<file path="config.mk">
export PLATFORM = sky130hd
export DESIGN_NAME = uart_mmio_fifo
export DESIGN_NICKNAME = d
export VERILOG_FILES = /design/src/rtl/uart_mmio_fifo.sv
export SDC_FILE = /design/constraint.sdc
export NUM_CORES = 1
export LEC_CHECK = 0
export ABC_AREA = 1
export CORE_UTILIZATION = 63
export CTS_CLUSTER_SIZE = 8
export DETAILED_ROUTE_END_ITERATION = 10
export PLACE_DENSITY = 0.86
export SLEW_MARGIN = 25
export SYNTH_ARGS = -nofsm -noshare
export SYNTH_HDL_FRONTEND = slang
export SYNTH_SLANG_ARGS = --single-unit
</file>
<file path="constraint.sdc">
create_clock -name clk -period 5.7 [get_ports clk]
set_clock_uncertainty 0.05 [all_clocks]
set_input_delay 0.57 -clock clk [delete_from_list [all_inputs] [get_ports clk]]
set_output_delay 0.57 -clock clk [all_outputs]
set_load 0.02 [all_outputs]
</file>
<file path="src/rtl/uart_mmio_fifo.sv">
// uart_mmio_fifo: memory-mapped UART front end with TX/RX byte FIFOs, status, sticky flags and traffic counters
module uart_mmio_fifo #(
  parameter logic [31:0] BASE_ADDR = 32'h80000000,
  parameter int DEPTH = 8,
  localparam int CW = $clog2(DEPTH) + 1
) (
  input  logic        clk,
  input  logic        rst,
  input  logic [31:0] addr,
  input  logic [7:0]  wdata,
  input  logic        we,
  input  logic        re,
  input  logic        stall,
  output logic [31:0] rdata,
  output logic [7:0]  uart_din,
  output logic        uart_din_valid,
  input  logic        uart_din_ready,
  input  logic [7:0]  uart_dout,
  input  logic        uart_dout_valid,
  output logic        uart_dout_ready
);
  localparam int AW = $clog2(DEPTH);
  localparam logic [31:0] A_TXNF = BASE_ADDR;
  localparam logic [31:0] A_RXNE = BASE_ADDR + 32'h04;
  localparam logic [31:0] A_TXD  = BASE_ADDR + 32'h08;
  localparam logic [31:0] A_RXD  = BASE_ADDR + 32'h0C;
  localparam logic [31:0] A_STAT = BASE_ADDR + 32'h10;
  localparam logic [31:0] A_TXB  = BASE_ADDR + 32'h14;
  localparam logic [31:0] A_RXB  = BASE_ADDR + 32'h18;
  logic [7:0] tx_mem [DEPTH];
  logic [7:0] rx_mem [DEPTH];
  logic [AW-1:0] tx_head, tx_tail, rx_head, rx_tail;
  logic [CW-1:0] tx_count, rx_count;
  logic tx_overflow, rx_underflow;
  logic [31:0] tx_bytes, rx_bytes;
  logic tx_full, rx_empty, tx_push_req, tx_push, tx_pop, rx_pop_req, rx_pop, rx_push, clr, rd_en;
  assign tx_full     = tx_count == CW'(DEPTH);
  assign rx_empty    = rx_count == '0;
  assign tx_push_req = !stall && we && addr == A_TXD;
  assign tx_push     = tx_push_req && !tx_full;
  assign tx_pop      = uart_din_ready && uart_din_valid;
  assign rx_pop_req  = !stall && re && addr == A_RXD;
  assign rx_pop      = rx_pop_req && !rx_empty;
  assign rx_push     = uart_dout_valid && uart_dout_ready;
  assign clr         = !stall && we && addr == A_STAT;
  assign rd_en       = re && !stall;
  assign uart_din_valid  = tx_count != '0;
  assign uart_din        = uart_din_valid ? tx_mem[tx_head] : 8'd0;
  assign uart_dout_ready = rx_count != CW'(DEPTH);
  always_comb
    rdata = !rd_en           ? 32'd0 :
            addr == A_TXNF   ? {31'd0, !tx_full} :
            addr == A_RXNE   ? {31'd0, !rx_empty} :
            addr == A_RXD    ? (rx_empty ? 32'd0 : {24'd0, rx_mem[rx_head]}) :
            addr == A_STAT   ? {6'd0, rx_underflow, tx_overflow, 8'(rx_count), 8'd0, 8'(tx_count)} :
            addr == A_TXB    ? tx_bytes :
            addr == A_RXB    ? rx_bytes : 32'd0;
  // FIFO storage needs no reset: emptiness is tracked by the counts alone
  always_ff @(posedge clk) begin
    if (tx_push) tx_mem[tx_tail] <= wdata;
    if (rx_push) rx_mem[rx_tail] <= uart_dout;
  end
  always_ff @(posedge clk or posedge rst) begin
    if (rst) begin
      tx_head <= '0;
      tx_tail <= '0;
      rx_head <= '0;
      rx_tail <= '0;
      tx_count <= '0;
      rx_count <= '0;
      tx_overflow <= 1'b0;
      rx_underflow <= 1'b0;
      tx_bytes <= '0;
      rx_bytes <= '0;
    end else begin
      if (tx_push) tx_tail <= tx_tail + AW'(1);
      if (tx_pop) tx_head <= tx_head + AW'(1);
      if (rx_push) rx_tail <= rx_tail + AW'(1);
      if (rx_pop) rx_head <= rx_head + AW'(1);
      tx_count <= tx_count + CW'(tx_push) - CW'(tx_pop);
      rx_count <= rx_count + CW'(rx_push) - CW'(rx_pop);
      tx_overflow <= clr ? 1'b0 : tx_overflow | (tx_push_req && tx_full);
      rx_underflow <= clr ? 1'b0 : rx_underflow | (rx_pop_req && rx_empty);
      tx_bytes <= clr ? 32'd0 : tx_bytes + 32'(tx_pop);
      rx_bytes <= clr ? 32'd0 : rx_bytes + 32'(rx_push);
    end
  end
endmodule

</file>
# After elaboration in Yosys (flattened, before gate mapping)
# Memory sizes are Yosys's and may differ from the RTL's.
# Index checks and enable logic that the tools add are counted.
# totals
ff_bits,86
latchBits,0
ram_bits,128
rom_bits,0
word_cells,66
memories,2
# memory_table
memory,words,word_bits,rd,rd_ports_with_merged_regs,write_ports,line,rtl
rx_mem,8,8,1,0,1,31,logic [7:0] rx_mem [DEPTH];
tx_mem,8,8,1,0,1,30,logic [7:0] tx_mem [DEPTH];
# op_classes
n_addsub,10
mul,0
div_mod_pow,0
magnitude_cmp,0
eq_ne,9
shift,0
n_mux,17
n_bitwise,2
reduce_logical,16
# op_table
op,count
$mux W32,9
$eq A32 B32 Y1 const B,7
$add A32 B1 Y32,2
$mux W8,2
$add A3 B1 Y3 const B,4
$logic_and A1 B1 Y1,11
$add A4 B1 Y4,2
$sub A4 B1 Y4,2
$mux W1,6
$eq A4 B4 Y1 const B,1
$logic_not A4 Y1,1
$ne A4 B4 Y1 const B,1
$reduce_bool A4 Y1,1
$logic_not A1 Y1,3
$or A1 B1 Y1,2

# Longest topological paths before layout
# Gate-level depths: netlist (run 1).
# logic_depth
depth_word,8
depth_mapped,16

# Worst setup path before layout (run 1)
# No wires, ideal clock.
# synth_timing
path_type,input port to flip-flop
start,input addr[6]
end,register rx_count[2]
setup_ns,0.123
t_arrival_ns,2.581
path_slack_ns,2.947
cell_stages,15
path_buffers,0
path_cell_list,inv_1 nand2_1 nor2_1 nand2_1 nor2_2 nand3_1 nor2_2 nand2_2 nor3b_1 ha_1 inv_1 ha_1 inv_1 fa_1 xnor2_1
# synth_via
elab_chain_len,4
# synth_lines
element,line,rtl
from (decl),9,"input logic [31:0] addr,"
$eq A32 B32 Y1,42,assign rx_pop_req = !stall && re && addr == A_RXD;
$logic_and A1 B1 Y1,42,
$logic_and A1 B1 Y1,43,assign rx_pop = rx_pop_req && !rx_empty;
net rx_pop,36,"logic tx_full, rx_empty, tx_push_req, tx_push, tx_pop, rx_pop_req, rx_pop, rx_push, clr, rd_en;"
$sub A4 B1 Y4,81,rx_count <= rx_count + CW'(rx_push) - CW'(rx_pop);
to (signal assigned),81,
to (decl),33,"logic [CW-1:0] tx_count, rx_count;"
# The timed path passes the listed nets, and every way through them passes these cells.
# A chain may end at the register's enable or synchronous reset.

# Worst setup path in the final report (run 1)
# layout_timing
start,input addr[23]
end,output rdata[2]
# layout_via
elab_chain_len,8
word_cells_on_any_way,13
cone_classes,6 x eq/ne; 7 x mux
# layout_lines
element,line,rtl
$eq A32 B32 Y1,57,addr == A_RXB ? rx_bytes : 32'd0;
$mux W32,57,
$mux W32,56,addr == A_TXB ? tx_bytes :
$mux W32,55,"addr == A_STAT ? {6'd0, rx_underflow, tx_overflow, 8'(rx_count), 8'd0, 8'(tx_count)} :"
$mux W32,54,"addr == A_RXD ? (rx_empty ? 32'd0 : {24'd0, rx_mem[rx_head]}) :"
$mux W32,53,"addr == A_RXNE ? {31'd0, !rx_empty} :"
$mux W32 (*),52,"addr == A_TXNF ? {31'd0, !tx_full} :"
$mux W32 (*),51,rdata = !rd_en ? 32'd0 :
to (decl),14,"output logic [31:0] rdata,"
# Every way passes the cells marked *; elsewhere a longest branch is shown, timed or not.

==> impl_metrics.tcl, run 1 <==
set metrics [dict create \
    grt_setup_unrepaired "no" \
    cts_tree "yes" \
    drt_wl_total_mm 28.3 \
    cts_root_buf "clkbuf_16" \
    synth_top_cell_area_share_pct 34.7 \
    vdd_ir_drop_max_mv 0.344 \
    core_um2 17200 \
    worstRegToRegCells 14 \
    grt_pass1_wl_mm 45.2 \
    synth_warnings 0 \
    synth_area_leaders "edfxtp_1 (35%), dfrtp_1 (19%), nor2_1 (8.6%)" \
    post_cts_buffers 0 \
    async_flop_share_pct 40.2 \
    dp_cells 1543 \
    clock-sinks 214 \
    synth_commonest_cells "nor2_1 (255), nand2_1 (191), edfxtp_1 (128)" \
    setup_violations 0 \
    fin_crit_sh_pct 77.9 \
    grt_max_degree 45 \
    num-nets-final 1427 \
    post-route-min-period_ps 4440 \
    yosysMostFrequentCell "nor2_1" \
    viasPerCell 5.88 \
    path_class "in2out" \
    endpoint_kind "output port" \
    syn_area_um2 11100 \
    grt_pass1_vias 9111 \
    synth_nets 1324 \
    ctsResizeCount 0 \
    wl_per_cell_um 17.7 \
    clkLatencyLatePin_ps 550 \
    r2r-end "tx_bytes[18]" \
    rrSetupSlack_ps 2590 \
    yosys.area.top_type "edfxtp_1" \
    die_height_um 135 \
    antenna_found_initial 0 \
    grt_remaining_overflow 0 \
    power.leakage_nw 5.35 \
    die_width_um 135 \
    cts_hold_buffers 0 \
    setup_tns_ps 0 \
    hold_class "in2async" \
    clk_pin_slew_ps 50 \
    port_buffers 96 \
    cp-start-kind "primary input" \
    relSlewSlack_pct 35.6 \
    r2r-start "tx_count[2]" \
    cts_buffers 30 \
    crit_path_max_fanout 43 \
    drc 0 \
    start_util_pct 64.2 \
    vias 9372 \
    grt_use_total_pct 31.9 \
    yosys_register_bits 214 \
    dpl.hpwl_mm 19.6 \
    critPathArrivalTime_ps 3820 \
    fin_cells 1595 \
    clk_path_buf_depth 3 \
    synth_edf_count 128 \
    p_per_area_nw_per_um2 374 \
    synthFlopType "edfxtp_1" \
    drtAntennaViolNets 0 \
    rows 48 \
    finalHoldViolCount 0 \
    routabilityCongestion 0.963 \
    drv_slew 0 \
    drt-initial-drc-count 772 \
    die-area_um2 18100 \
    status "finished, final reports clean" \
    area_delta_synth_final_pct 17.9 \
    cp_data_required_time_ps 5080 \
    seq_area_frac_synth_pct 54.2 \
    cp-endpoint "rdata[2]" \
    synth.distinct_cells 39 \
    crit_start "addr[23]" \
    layout-drive-gt1-share_pct 5.40 \
    max_freq_mhz 225 \
    syn_inst 1247 \
    cts_max_level 1 \
    worst_pin_slew_ps 964 \
    maxCapViolations 0 \
    filler_cell_count 1161 \
    diodes 0 \
    firstDrtPassIters 5 \
    num_io_pins 97 \
    avgSynthCellArea_um2 8.87 \
]
-- metal layers --
layer,GRT usage [%],wire (um),vias up
li1,-,-,4389
met1,42.0,11300,4404
met4,14.4,1180,0
met5,0,0,-
met2,52.6,13700,473
met3,5.03,2060,106
-- worst max-delay path, cell delays in order --
cell and delay (ps):
clkdlybuf4s50_1 430, nor2_1 140, nand2_1 80, nor2_2 150
nand2_2 120, nor2_4 300, nand2_2 460, inv_1 470
nand2_1 90, o21ai_1 110, nor2_1 70, nor2_1 170
clkdlybuf4s50_1 650
-- how the worst min path moves through the flow --
| stage | depth (start not counted) | endpoint | from | slack [ps] |
|---|---|---|---|---|
| 5_1_grt | 1 | rx_underflow | rx_underflow | 470 |
| 3_5_place_dp | 1 | tx_overflow | tx_overflow | 440 |
| 4_1_cts | 2 | tx_tail[1] | rst | 440 |
| 6_report | 2 | tx_tail[1] | rst | 420 |
| 3_3_place_gp | 1 | rx_underflow | rx_underflow | 420 |
| 2_1_floorplan | 1 | tx_overflow | tx_overflow | 410 |
-- cell type report --
class,instances,area (um^2),share of cell area [%]
flip-flops and latches,214,6000,46.0
multi-input cells,870,4380,33.6
inverters,127,478,3.66
well taps,225,282,2.16
clock inverters,1,30.0,0.230
clock buffers,51,830,6.36
repair buffers,107,1040,8.00
-- stage by stage --
stage / setup slack, ps / hold WS [ps] / utilization (%) / total power [mW] / area [um^2]
floorplan: 2860 / 409 / - / 2.81 / 11100
global placement: 1460 / 419 / 70.7 / 3.18 / 12200
detailed placement: 1370 / 437 / 70.7 / 3.24 / 12200
CTS: 1350 / 440 / 75.7 / 4.88 / 13000
global route: 1030 / 470 / 75.7 / 5.11 / 13000
finish: 1260 / 421 / 75.7 / 4.88 / 13000
-- cells in the final DEF (no fill, tap or decap), types with 20 or more instances in the layout --
master and count:
nor2_1 255, clkbuf_1 21, clkdlybuf4s50_1 96, ha_1 20, edfxtp_1 128, nand3_1 59, nand2_1 191, inv_1 122
nor3_1 51, clkbuf_16 30, o21ai_1 29, xor2_1 41, dfrtp_1 86, o21ai_0 96
-- report_power, final --
group | leakage [nW] | internal [mW] | switching (mW)
logic | 2.78 | 0.460 | 0.791
registers | 2.16 | 1.85 | 0.155
clock network | 0.406 | 0.976 | 0.648
-- sequential cells by signal, indices dropped and copies added, names as in the netlist --
register and flops:
tx_overflow 1, rx_underflow 1, rx_head 3, tx_mem 64, tx_head 3, rx_mem 64, rx_bytes 32, tx_bytes 32
tx_tail 3, rx_count 4, rx_tail 3, tx_count 4
-- logic make-up (layout without fill, tap and decap cells) --
family	count (synthesis)	in the layout	synth area share [%]
AND/OR/NAND/NOR	611	611	23.7
flip-flops	214	214	54.2
AO/OA/AOI/OAI	182	182	8.96
buffers and inverters	163	286	6.20
XOR/XNOR	55	55	4.35
adder cells (fa/ha/maj)	22	22	2.62
Power figures use the tool's default switching activity.
==> inputs of run 2 (changes only) <==
--- a/config.mk
+++ b/config.mk
@@ -6,10 +6,10 @@
 export NUM_CORES = 1
 export LEC_CHECK = 0
 export ABC_AREA = 1
-export CORE_UTILIZATION = 63
+export CORE_UTILIZATION = 58
 export CTS_CLUSTER_SIZE = 8
 export DETAILED_ROUTE_END_ITERATION = 10
-export PLACE_DENSITY = 0.86
+export PLACE_DENSITY = 0.8
 export SLEW_MARGIN = 25
 export SYNTH_ARGS = -nofsm -noshare
 export SYNTH_HDL_FRONTEND = slang
==> constraint.sdc (replaced) <==
create_clock -name clk -period 4.2 [get_ports clk]
set_clock_uncertainty 0.05 [all_clocks]
set_input_delay 0.42 -clock clk [delete_from_list [all_inputs] [get_ports clk]]
set_output_delay 0.42 -clock clk [all_outputs]
set_load 0.02 [all_outputs]
==> run 2 against run 1 <==
Core utilization down 5.5 points. Critical path depth down 5. Die area is 8.5% higher. Sequential power increased by 36%. Total power up 36%. Cell area is 0.59% higher. Clock-buffer cell count grew 2. Clock power is 36% higher. Hold slack worse by 210 ps. Critical path type is now reg2out. Highest routed layer unchanged.
==> impl_metrics.tcl, run 2 (synthesis gave the netlist of run 1 again) <==
set metrics [dict create \
    status "finished, final reports clean" \
    path_class "reg2out" \
    setup_tns_ps 0 \
    firstDrtPassIters 5 \
    num-nets-final 1436 \
    rows 50 \
    max_freq_mhz 270 \
    crit_start "rx_head[0]" \
    clk_path_buf_depth 3 \
    reg.largest.list "rx_mem: 64 flops, tx_mem: 64 flops" \
    die-area_um2 19600 \
    cts_root_buf "clkbuf_16" \
    grt_use_total_pct 30.2 \
    crit_path_max_fanout 33 \
    drv_slew 0 \
    setup_violations 0 \
    grt_max_degree 43 \
    antenna_found_initial 0 \
    grt_setup_unrepaired "no" \
    cp_cell_sequence "inv_1 -> o21ai_0 -> o221ai_1 -> nand3_1 -> nand2_1 -> nand2_1 -> nor2_1 -> clkdlybuf4s50_1" \
    post-route-min-period_ps 3710 \
    cpMostUsedCell "nand2_1" \
    cp_top_family "buffers and inverters" \
    routabilityCongestion 0.931 \
    dp_cells 1561 \
    cp-start-kind "flip-flop" \
    clkLatencyLatePin_ps 540 \
    vias 9335 \
    viasPerCell 5.78 \
    place_area_um2 12300 \
    power.leakage_nw 5.40 \
    wl_per_cell_um 17.8 \
    num_io_pins 97 \
    finalHoldViolCount 0 \
    endpoint_kind "output port" \
    p_per_area_nw_per_um2 504 \
    post_cts_buffers 0 \
    critPathSlowestCell "inv_1" \
    cts_tree "yes" \
    layout-drive-gt1-share_pct 6.01 \
    ctsResizeCount 0 \
    start_util_pct 59.2 \
    grt_pass1_vias 9138 \
    die_height_um 140 \
    cts_hold_buffers 0 \
    fin_crit_sh_pct 88.3 \
    critPathArrivalTime_ps 3240 \
    die_width_um 140 \
    grt_pass1_wl_mm 46.6 \
    port_buffers 96 \
    area_delta_synth_final_pct 18.6 \
    final_cell_mix "nor2_1 (255), nand2_1 (191), edfxtp_1 (128)" \
    multi_input_area_um2 4380 \
    clock-sinks 214 \
    diodes 0 \
    dpl.hpwl_mm 19.9 \
    r2r-start "tx_count[2]" \
    drc 0 \
    layout_commonest_cell "nor2_1" \
    relSlewSlack_pct 34.6 \
    hold_class "in2async" \
    worst_pin_slew_ps 980 \
    finalInstanceArea_um2 13100 \
    grt_remaining_overflow 0 \
    drtAntennaViolNets 0 \
    seq_area_um2 6000 \
    max_stage_delay_ps 710 \
    cp_data_required_time_ps 3730 \
    maxCapViolations 0 \
    vdd_ir_drop_max_mv 0.428 \
    cts_buffers 30 \
    cp_num_buf_inv 2 \
    cts_max_level 1 \
    core_um2 18700 \
    clk_pin_slew_ps 50 \
    fin_cells 1614 \
    drt_wl_total_mm 28.7 \
    filler_cell_count 1425 \
    drt-initial-drc-count 941 \
]
## run 2: changes by cell type in the layout (fill, tap and decap cells not counted)
cell,delta
clkbuf_1,+1
buf_4,+9
clkinv_16,-1
clkbuf_16,+1
## run 2: area by class of cell
cell class              instances  share of cell area [%]
flip-flops and latches        214                    45.7
multi-input cells             870                    33.4
repair buffers                116                    8.47
clock buffers                  53                    6.54
inverters                     127                    3.64
well taps                     234                    2.23
## run 2: report_power, final
group / switching (mW) / internal [mW]
sequential: 0.204 / 2.51
clock: 0.842 / 1.35
combinational: 1.08 / 0.629
total: 2.13 / 4.49
## run 2: per-stage QoR
step	hold slack, ps	power (mW)	setup WS (ps)	util, %
after floorplan	409	3.81	1510	-
after global placement	418	4.36	742	65.6
after detailed placement	427	4.42	663	65.6
after CTS	224	6.62	518	70.1
after global routing	256	6.92	327	70.1
final	207	6.62	490	70.1
## run 2: per-layer routing
layer  routed length, um  global-route usage, %  vias up
li1                    -                      -     4414
met3                2570                   5.61       73
met5                   0                      0        -
met4                 805                   9.08        0
met2               13600                   50.0      462
met1               11700                   40.6     4386
## run 2: path summary, 6_finish.rpt
check,to,slack (ps),cells past startpoint
worst max-delay path,rdata[2],490,8
worst min-delay path,tx_tail[1],210,2
worst min register to register,tx_overflow,440,1
worst max register to register,tx_bytes[18],950,14
min in group clk,tx_overflow,440,1
max in group asynchronous,tx_bytes[14],3090,3
